--- src/rtl/wdog_ctrl.sv ---
// Two-stage watchdog: COUNT expiry raises an interrupt, WARN expiry holds a reset request.
// Define WDOG_LOCK_EN to add the LOCK register (0x5) guarding CTRL and LOAD writes.
module wdog_ctrl #(
  parameter int unsigned RST_CYCLES = 16
) (
  input  logic        CLK,
  input  logic        RST,
  input  logic        WRITE,
  input  logic [3:0]  ADDR,
  input  logic [31:0] WDATA,
  output logic [31:0] RDATA,
  input  logic        KICK,
  output logic        WDOG_IRQ,
  output logic        WDOG_RST
);

  localparam int unsigned DW = 32;
  localparam int unsigned FW = 8;
  localparam logic [FW-1:0] FIRE_INIT = FW'(RST_CYCLES - 1);

  typedef enum logic [1:0] {
    IDLE  = 2'b00,
    COUNT = 2'b01,
    WARN  = 2'b10,
    FIRE  = 2'b11
  } state_t;

  state_t        state, state_n;
  logic          ctrl_en, ctrl_irq_en;
  logic [DW-1:0] load_q, cnt, cnt_n;
  logic [FW-1:0] fire_cnt, fire_n;
  logic          irq_pend, rst_seen;
  logic          set_irq, set_rst;
  logic          wr_ok, wr_ctrl, wr_load, wr_stat, kick;

`ifdef WDOG_LOCK_EN
  logic locked;
  assign wr_ok = ~locked;

  // Only the magic key unlocks; any other write relocks.
  always_ff @(posedge CLK or posedge RST) begin
    if (RST)
      locked <= 1'b1;
    else if (WRITE && ADDR == 4'h5)
      locked <= (WDATA != 32'h1ACC_E551);
  end
`else
  assign wr_ok = 1'b1;
`endif

  assign wr_ctrl = WRITE && (ADDR == 4'h0) && wr_ok;
  assign wr_load = WRITE && (ADDR == 4'h1) && wr_ok;
  assign wr_stat = WRITE && (ADDR == 4'h3);
  assign kick    = KICK || (WRITE && (ADDR == 4'h4));

  always_ff @(posedge CLK or posedge RST) begin
    if (RST) state <= IDLE;
    else     state <= state_n;
  end

  // Next state and counters; a kick outranks expiry, a cleared EN outranks everything.
  always_comb begin
    state_n = state;
    cnt_n   = cnt;
    fire_n  = fire_cnt;
    set_irq = 1'b0;
    set_rst = 1'b0;
    if (!ctrl_en) begin
      state_n = IDLE;
      cnt_n   = load_q;
    end else begin
      case (state)
        IDLE: begin
          state_n = COUNT;
          cnt_n   = load_q;
        end
        COUNT: begin
          if (kick) begin
            cnt_n = load_q;
          end else if (cnt == '0) begin
            state_n = WARN;
            cnt_n   = load_q;
            set_irq = 1'b1;
          end else begin
            cnt_n = cnt - DW'(1);
          end
        end
        WARN: begin
          if (kick) begin
            state_n = COUNT;
            cnt_n   = load_q;
          end else if (cnt == '0) begin
            state_n = FIRE;
            fire_n  = FIRE_INIT;
          end else begin
            cnt_n = cnt - DW'(1);
          end
        end
        FIRE: begin
          if (fire_cnt == '0) begin
            state_n = COUNT;
            cnt_n   = load_q;
            set_rst = 1'b1;
          end else begin
            fire_n = fire_cnt - FW'(1);
          end
        end
        default: state_n = IDLE;
      endcase
    end
  end

  // Registers, sticky flags (set beats W1C clear) and registered outputs.
  always_ff @(posedge CLK or posedge RST) begin
    if (RST) begin
      ctrl_en     <= 1'b0;
      ctrl_irq_en <= 1'b0;
      load_q      <= '1;
      cnt         <= '1;
      fire_cnt    <= '0;
      irq_pend    <= 1'b0;
      rst_seen    <= 1'b0;
      WDOG_IRQ    <= 1'b0;
      WDOG_RST    <= 1'b0;
    end else begin
      if (wr_ctrl) begin
        ctrl_en     <= WDATA[0];
        ctrl_irq_en <= WDATA[1];
      end
      if (wr_load) load_q <= WDATA;
      cnt      <= cnt_n;
      fire_cnt <= fire_n;
      irq_pend <= (irq_pend & ~(wr_stat & WDATA[0])) | set_irq;
      rst_seen <= (rst_seen & ~(wr_stat & WDATA[1])) | set_rst;
      WDOG_IRQ <= irq_pend & ctrl_irq_en;
      WDOG_RST <= (state_n == FIRE);
    end
  end

  always_comb begin
    RDATA = '0;
    case (ADDR)
      4'h0: RDATA = {30'b0, ctrl_irq_en, ctrl_en};
      4'h1: RDATA = load_q;
      4'h2: RDATA = cnt;
      4'h3: RDATA = {28'b0, state, rst_seen, irq_pend};
`ifdef WDOG_LOCK_EN
      4'h5: RDATA = {31'b0, locked};
`endif
      default: RDATA = '0;
    endcase
  end

endmodule

--- config.mk ---
export PLATFORM = sky130hd
export DESIGN_NAME = wdog_ctrl
export DESIGN_NICKNAME = d
export VERILOG_FILES = /design/src/rtl/wdog_ctrl.sv
export SDC_FILE = /design/constraint.sdc
export NUM_CORES = 1
export LEC_CHECK = 0
export CAP_MARGIN = 20
export CORE_ASPECT_RATIO = 0.5
export CORE_MARGIN = 5
export CORE_UTILIZATION = 25
export DETAILED_ROUTE_END_ITERATION = 10
export DONT_BUFFER_PORTS = 1
export HOLD_SLACK_MARGIN = 0.1
export PLACE_DENSITY = 0.46
export SKIP_LAST_GASP = 1
export SLEW_MARGIN = 20
export SYNTH_ARGS = -nofsm -noshare
export SYNTH_HDL_FRONTEND = slang
export SYNTH_SLANG_ARGS = --single-unit
--- constraint.sdc ---
create_clock -name CLK -period 7.2 [get_ports CLK]
set_clock_uncertainty 0.1 [all_clocks]
set_input_delay 1.08 -clock CLK [delete_from_list [all_inputs] [get_ports CLK]]
set_output_delay 1.08 -clock CLK [all_outputs]
set_load 0.05 [all_outputs]
* Yosys cells after proc, flatten, opt, wreduce, memory -nomap -nowiden
Cells that the tools add are included.
Widths: inputs -> output; s select.
** Word-level totals
- Bits in registers :: 80
- Output and inout port bits :: 34
- Logic and storage cells :: 72
** Operators by class
- Add/subtract/negate cells :: 2
- Equality and inequality tests :: 13
- Multiplexer cells :: 26
- Bitwise logic cells :: 9
- Reduce and logical (&&, ||, !) cells :: 12
** Operators with widths (count)
- $pmux 32 s4 :: 2
- $mux 32 :: 6
- $logic_not 32->1 :: 1
- $sub 32x1->32 const B :: 1
- $mux 8 :: 3
- $pmux 8 s2 :: 1
- $mux 2 :: 6
- $eq 4x2->1 const B :: 2
- $logic_not 8->1 :: 1
- $pmux 2 s4 :: 1
- $sub 8x1->8 const B :: 1
- $mux 1 :: 7
- $eq 2x2->1 const B :: 3
- $ne 2x2->1 const B :: 3
- $and 1x1->1 :: 5
- $reduce_and 5->1 :: 1
- $eq 4x1->1 const B :: 1
- $eq 4x3->1 const B :: 1
- $logic_and 1x1->1 :: 4
- $logic_not 4->1 :: 1
- $ne 4x4->1 const B :: 1
- $ne 3x3->1 const B :: 1
- $eq 2x1->1 const B :: 1
- $logic_not 2->1 :: 1
- other kinds (5) :: 7

* Logic depth before layout (Yosys ltp)
Gate-level depths: netlist of run 1.
- Depth after elaboration :: 7
- Mapped depth :: 12
- Depth with buffers taken out :: 9

* Worst setup path after synthesis of run 1
Ideal clock, no wire load.
- Path kind :: input -> output
- From :: input ADDR[0]
- To :: output RDATA[10]
- Arrival time :: 2.791 ns
- Setup slack :: 3.229 ns
- Cell stages on the path :: 6
- Buffers on the path :: 3
- Path through :: buf_2 nor2b_1 clkbuf_1 buf_1 a22oi_1 nor2_1
** On the way
- Longest elaborated chain between the ends :: 2
- Elaborated cells on any way between the ends :: 5
- Those cells by class :: eq/ne: 3; mux: 1; reduce/logical: 1
** Ends and longest elaborated chain
- start: declaration :: line 9 : input logic [3:0] ADDR,
- $eq 4x2->1, or another cell as far along :: line 142 : case (ADDR)
- $pmux 32 s4 (*) :: line 142
- end: declaration :: line 11 : output logic [31:0] RDATA,
Every way passes the cells marked *; elsewhere a longest branch is shown, timed or not.

* Worst setup path after layout of run 1
- From :: input ADDR[3]
- To :: output RDATA[10]
Same word-level chain as after synthesis.

==> flow_summary.json, run 1 <==
{
  "relSlewSlack_pct": 34.8,
  "synth-adder-area-share_pct": 2.01,
  "rows": 36,
  "syn_area_sq_um": 4980,
  "grt_pass1_wl_um": 23000,
  "post-cts-setup-buffers": 0,
  "routabilityCongestion": 0.765,
  "crit_path_top_delay_cell": "nor2_1",
  "hold_class": "reg2reg",
  "synthToLayoutAreaGrowth_pct": 10.4,
  "antenna_found_initial": 4,
  "fp.dieH_um": 110,
  "die_w_um": 210,
  "cap_violations": 0,
  "path_class": "in2out",
  "synth-xor-area-share_pct": 1.76,
  "cts_buffers": 9,
  "ant_nets": 0,
  "htree_levels": 3,
  "final-setup-viol-count": 0,
  "wire_per_inst_um": 18.8,
  "worstPathMaxFanout": 30,
  "path_buf_inv": 0,
  "drc": 0,
  "syn_inst": 517,
  "io_pins": 74,
  "yosysWarningCount": 0,
  "seq_area_frac_synth_pct": 41.8,
  "final_cell_mix": "dfstp_2 (64), nor2_1 (63), a22oi_1 (42)",
  "cp_cell_sequence": "or2_2, nor2_1",
  "viasPerCell": 5.17,
  "cts_tree": "done",
  "crit_path_end_kind": "output port",
  "grt-ovfl-total": 0,
  "synthArstFlopShare_pct": 100,
  "ys_ff_latch": 80,
  "start_kind": "primary input",
  "coreArea_sq_um": 19500,
  "total_power_w": 0.00161,
  "final_nets": 548,
  "p_per_area_nw_per_um2": 293,
  "first_global_vias": 4035,
  "cpPeakStageDelay_ps": 830,
  "fmax_mhz": 274,
  "peakVddDrop_mv": 0.0930,
  "synthMuxAreaShare_pct": 9.05,
  "syn_nets": 565,
  "critPathRequiredTime_ps": 6020,
  "power.leakage_nw": 2.05,
  "drtIter0Drc": 215,
  "netlist-cell-type-count": 70,
  "arrival_ps": 2470,
  "start_util_pct": 25.5,
  "dr.pass1.iters": 5,
  "final_common_cell": "dfstp_2",
  "finalCriticalPeriod_ps": 3650,
  "routed_wl_um": 14500,
  "postSynthAreaPerCell_sq_um": 9.63,
  "period_share_pct": 50.7,
  "rsz0062_at_grt": "false",
  "synth_simple_gate_area_share_pct": 17.5,
  "grt_max_degree": 57,
  "postCtsHoldBufs": 0,
  "clockBufferDepth": 2,
  "grt_usage_pct": 12.6,
  "synth_ff_type": "dfstp_2",
  "fin_cells": 772,
  "placed_cells": 754,
  "setup_tns_ps": 0,
  "clock_latency_ps": 340,
  "synth_top_family_by_area": "compound AO/OA/AOI/OAI gates",
  "dieArea_sq_um": 23000,
  "vias": 3994,
  "crit_family": "simple AND/OR/NAND/NOR gates",
  "hpwl_um": 10100,
  "clkTransAtPathRegs_ps": 60,
  "synth_edf_count": 0,
  "drive_above_1_share_pct": 29.7,
  "cts_sinks": 80,
  "maxSlewViolCount": 0,
  "synth_compound_area_share_pct": 22.3,
  "post_cts_resized": 0,
  "status": "finished, final reports clean",
  "fillCellCount": 2070,
  "tightest_slew_ps": 978,
  "hold_viol": 0,
  "io_buffer_count": 0,
  "clk_root_buffer_cell": "clkbuf_16"
}
==> registers in the layout, summed over array words and instances (netlist names) <==
name and count:
irq_pend 1, ctrl_en 1, load_q 32, fire_cnt 8, cnt 32, WDOG_RST 1
rst_seen 1, ctrl_irq_en 1, WDOG_IRQ 1, state 2
==> final timing paths <==
path                                           from                    end  slack (ps)  cells after the start
worst max-delay path                        ADDR[3]              RDATA[10]        3550                      2
worst min-delay path             rst_seen$_DFF_PP0_     rst_seen$_DFF_PP0_         400                      1
worst max register to register  cnt[11]$_DFFE_PP1P_    cnt[25]$_DFFE_PP1P_        4010                      7
worst min register to register   rst_seen$_DFF_PP0_     rst_seen$_DFF_PP0_         400                      1
max in group asynchronous                       RST    cnt[25]$_DFFE_PP1P_        5380                      2
min in group asynchronous                       RST  load_q[3]$_DFFE_PP1P_         970                      1
==> through the flow <==
stage | setup slack (ps) | utilization [%] | hold WS, ps | cell area [sq um]
floorplan | 3230 | - | 356 | 4980
global placement | 3560 | 26.4 | 378 | 5140
detailed placement | 3530 | 26.4 | 396 | 5140
CTS | 3520 | 28.1 | 407 | 5470
global route | 3500 | 28.2 | 424 | 5490
finish | 3550 | 28.2 | 401 | 5490
==> layout make-up <==
type	instances	area (sq um)	share of cell area, %
antenna	1	2.50	0.0455
clock buffer	13	282	5.12
clock inverter	3	45.0	0.820
inverter	17	65.1	1.18
multi-input combinational	386	2630	47.8
sequential	80	2080	37.9
tap	266	333	6.06
timing repair buffer	6	57.6	1.05
==> cell usage after synthesis, drive strengths merged (2+ instances only) <==
cell type	n	area [sq um]
nor2b	3	18.8
buf	21	158
a31oi	2	12.5
clkbuf	13	51.3
a21oi	38	205
and2	10	62.6
mux2	36	405
a32oi	9	78.8
ha	8	100
a21o	2	15.0
a22oi	42	315
xnor2	2	17.5
dfrtp	16	400
dfstp	64	1680
or4	3	33.8
nand4	9	77.6
nor4b	2	38.8
nand2	19	71.3
nand3	2	10.0
o21a	4	31.3
mux4	2	45.0
inv	16	60.1
o21ai	63	330
and4	3	28.8
nor2	65	263
and3	4	25.0
or2	2	12.5
nor3	17	90.1
nor4	11	81.3
xor2	8	70.1
==> where the power goes <==
part | switching (W) | internal (W)
combinational | 0.000215 | 0.000151
sequential | 0.000127 | 0.000621
clock | 0.000189 | 0.000310
total | 0.000530 | 0.00108
==> routing by layer <==
layer	part of all wire (%)	vias up	track usage, %
li1	-	1888	-
met1	48	2013	17.0
met2	46	66	20.6
met3	3.8	19	3.11
met4	0.91	8	3.26
met5	0.33	-	0
==> kinds of logic after synthesis <==
kind of cell	count (synthesis)
AOI/OAI and AO/OA	173
xor gates and xnor gates	10
adders and majority gates	8
buffers and inverters	51
DFF	80
muxes	38
and+or+nand+nor	157
(Power assumes the default switching activity.)
==> inputs of run 2 (changes only) <==
--- a/config.mk
+++ b/config.mk
@@ -5,6 +5,7 @@
 export SDC_FILE = /design/constraint.sdc
 export NUM_CORES = 1
 export LEC_CHECK = 0
+export ABC_AREA = 1
 export CAP_MARGIN = 20
 export CORE_ASPECT_RATIO = 0.5
 export CORE_MARGIN = 5
@@ -12,7 +13,7 @@
 export DETAILED_ROUTE_END_ITERATION = 10
 export DONT_BUFFER_PORTS = 1
 export HOLD_SLACK_MARGIN = 0.1
-export PLACE_DENSITY = 0.46
+export PLACE_DENSITY = 0.48
 export SKIP_LAST_GASP = 1
 export SLEW_MARGIN = 20
 export SYNTH_ARGS = -nofsm -noshare
==> constraint.sdc (replaced) <==
create_clock -name CLK -period 3.18 [get_ports CLK]
set_clock_uncertainty 0.1 [all_clocks]
set_input_delay 0.477 -clock CLK [delete_from_list [all_inputs] [get_ports CLK]]
set_output_delay 0.477 -clock CLK [all_outputs]
set_load 0.05 [all_outputs]
==> run 2 against run 1 <==
Effect of this change: count of clock-buffer cells in the layout down 3; clock power up 110%; critical path type unchanged; sequential share of layout area decreased by 6.0 points; via count up 34%; routed wire length rose by 25%; global-route usage increased by 1.5 points; non-clock buffer count up 38.
==> flow_summary.json, run 2 <==
{
  "status": "finished, final reports clean",
  "synth_top_area_share_pct": 29.8,
  "synthArstFlopShare_pct": 100,
  "final-setup-viol-count": 0,
  "start_kind": "primary input",
  "top_regs": "cnt: 32 flops, load_q: 32 flops, fire_cnt: 8 flops",
  "post_cts_resized": 0,
  "syn_inst": 823,
  "clock_latency_ps": 350,
  "use_met2_pct": 23.7,
  "io_buffer_count": 0,
  "crit_path_end_kind": "output port",
  "synth_top_cell_by_area": "dfstp_2",
  "gr-usage-met1_pct": 19.4,
  "fp.dieH_um": 116,
  "hpwl_um": 13700,
  "wire_per_inst_um": 15.7,
  "relSlewSlack_pct": 57.8,
  "viasPerCell": 4.62,
  "synthToLayoutAreaGrowth_pct": 15.5,
  "worstPathMaxFanout": 19,
  "period_share_pct": 80.9,
  "path_class": "in2out",
  "cts_tree": "done",
  "critPathRequiredTime_ps": 2600,
  "hold_class": "in2reg",
  "place_ws_ps": 488,
  "power.leakage_nw": 3.08,
  "die_w_um": 223,
  "peakVddDrop_mv": 0.246,
  "ys_ff_latch": 80,
  "synth_area_leaders": "dfstp_2 (30%), nand2_1 (16%), dfrtp_1 (7.1%)",
  "p_per_area_nw_per_um2": 561,
  "rows": 38,
  "dr.pass1.iters": 5,
  "synth_edf_count": 0,
  "yosysWarningCount": 0,
  "final_nets": 897,
  "cap_violations": 0,
  "drive_above_1_share_pct": 21.0,
  "reg2reg_slack_ps": 760,
  "htree_levels": 3,
  "clkTransAtPathRegs_ps": 60,
  "syn_area_sq_um": 5650,
  "grt_pass1_wl_um": 28900,
  "routed_wl_um": 18100,
  "reg2reg_depth": 10,
  "routabilityCongestion": 0.902,
  "cp-endpoint": "RDATA[3]",
  "top_usage_layer": "met2",
  "rsz0062_at_grt": "false",
  "arrival_ps": 1990,
  "final_cell_mix": "nand2_1 (240), inv_1 (98), nor2_1 (86)",
  "reg2reg_from": "state[0]$_DFF_PP0_",
  "io_pins": 74,
  "finalCriticalPeriod_ps": 2570,
  "fillCellCount": 2462,
  "antenna_found_initial": 0,
  "coreArea_sq_um": 22000,
  "grt_usage_pct": 14.1,
  "vias": 5341,
  "postSynthAreaPerCell_sq_um": 6.86,
  "drtIter0Drc": 371,
  "seq_area_frac_synth_pct": 36.9,
  "syn_nets": 871,
  "finalWorstSetupSlack_ps": 608,
  "clockBufferDepth": 2,
  "cts_buffers": 9,
  "ant_nets": 0,
  "cts_sinks": 80,
  "synth_ff_type": "dfstp_2",
  "dieArea_sq_um": 25900,
  "synth_top_cells_by_count": "nand2_1 (240), inv_1 (100), nor2_1 (86), nand3_1 (76), dfstp_2 (64)",
  "drc": 0,
  "first_global_vias": 5107,
  "synth_most_common_cell": "nand2_1",
  "final_common_cell": "nand2_1",
  "total_power_w": 0.00366,
  "grt_max_degree": 35,
  "hold_viol": 0,
  "rr_endpoint": "cnt[14]$_DFFE_PP1P_",
  "clk_root_buffer_cell": "clkbuf_16",
  "tightest_slew_ps": 632,
  "maxSlewViolCount": 0,
  "met3_usage_pct": 2.71,
  "grt-ovfl-total": 0,
  "startpoint": "ADDR[3]",
  "setup_tns_ps": 0,
  "start_util_pct": 25.7,
  "netlist-cell-type-count": 39,
  "fmax_mhz": 389
}
[run 2: cell types whose count changed after synthesis, sizes merged, moves of 7 or more]
cell   previous run  this run
nor2             65       106
a32oi             9         0
nor4             11         0
o21ai            63        32
o22ai             1        23
nor3             17         5
nand2            19       257
inv              16       104
a21oi            38        59
mux2             36         3
a22oi            42         0
nand3             2        81
and2             10         1
nand4             9        16
[run 2: worst min path at each step]
stage	from	depth (start not counted)	slack (ps)	endpoint
2_1_floorplan	irq_pend$_DFF_PP0_	2	350	WDOG_IRQ$_DFF_PP0_
5_1_grt	WDATA[22]	2	160	load_q[22]$_DFFE_PP1P_
3_3_place_gp	RST	1	290	WDOG_RST$_DFF_PP0_
3_5_place_dp	RST	1	300	WDOG_RST$_DFF_PP0_
4_1_cts	WDATA[28]	2	150	load_q[28]$_DFFE_PP1P_
6_report	WDATA[30]	2	160	load_q[30]$_DFFE_PP1P_
[run 2: report_power, final]
part | switching [W] | leakage [nW] | internal [W]
Combinational | 0.000683 | 2.09 | 0.000303
Sequential | 0.000239 | 0.866 | 0.00138
Clock | 0.000449 | 0.131 | 0.000611
[run 2: cell families (layout without fill, tap and decap cells)]
group,after synthesis,in the layout,share of synthesized area (%)
muxes,3,3,0.598
AOI/OAI and AO/OA,118,118,11.3
adders and majority gates,8,8,1.77
and+or+nand+nor,471,471,38.0
buffers and inverters,134,165,10.0
DFF,80,80,36.9
xor gates and xnor gates,9,9,1.40
other,0,1,0
[run 2: cell type report]
| class | instances | area, sq um | area share, % |
|---|---|---|---|
| well taps | 300 | 375 | 5.75 |
| clock buffers | 10 | 229 | 3.51 |
| inverters | 105 | 397 | 6.08 |
| diodes | 1 | 2.50 | 0.0384 |
| clock inverters | 6 | 68.8 | 1.05 |
| flip-flops and latches | 80 | 2080 | 31.9 |
| multi-input cells | 609 | 3010 | 46.1 |
| repair buffers | 44 | 363 | 5.56 |
[run 2: metrics by stage]
step           utilization [%]  hold WS [ps]  cell area, sq um  cells
2_1_floorplan                -           352              5650    823
5_1_grt                   29.7           163              6520   1154
4_1_cts                   29.6           148              6500   1153
3_5_place_dp              28.2           302              6190   1136
3_3_place_gp              28.2           290              6190   1136
6_report                  29.7           156              6520   1155
[run 2: critical path, stage by stage]
cell and delay, ps:
nor2_1 120, inv_1 70, nor3_1 160, buf_4 170, clkinv_1 270, clkbuf_16 300
o221ai_1 170, buf_4 230
[run 2: what timing repair did]
item	in CTS	in global routing
hold buffers	1	0
hold endpoints to repair	8	0
setup buffers	0	0
[run 2: layer usage]
metal	vias to the layer above	part of all wire [%]
li1	2695	-
met1	2545	49
met4	0	0.74
met3	8	4.4
met2	93	46
met5	-	0
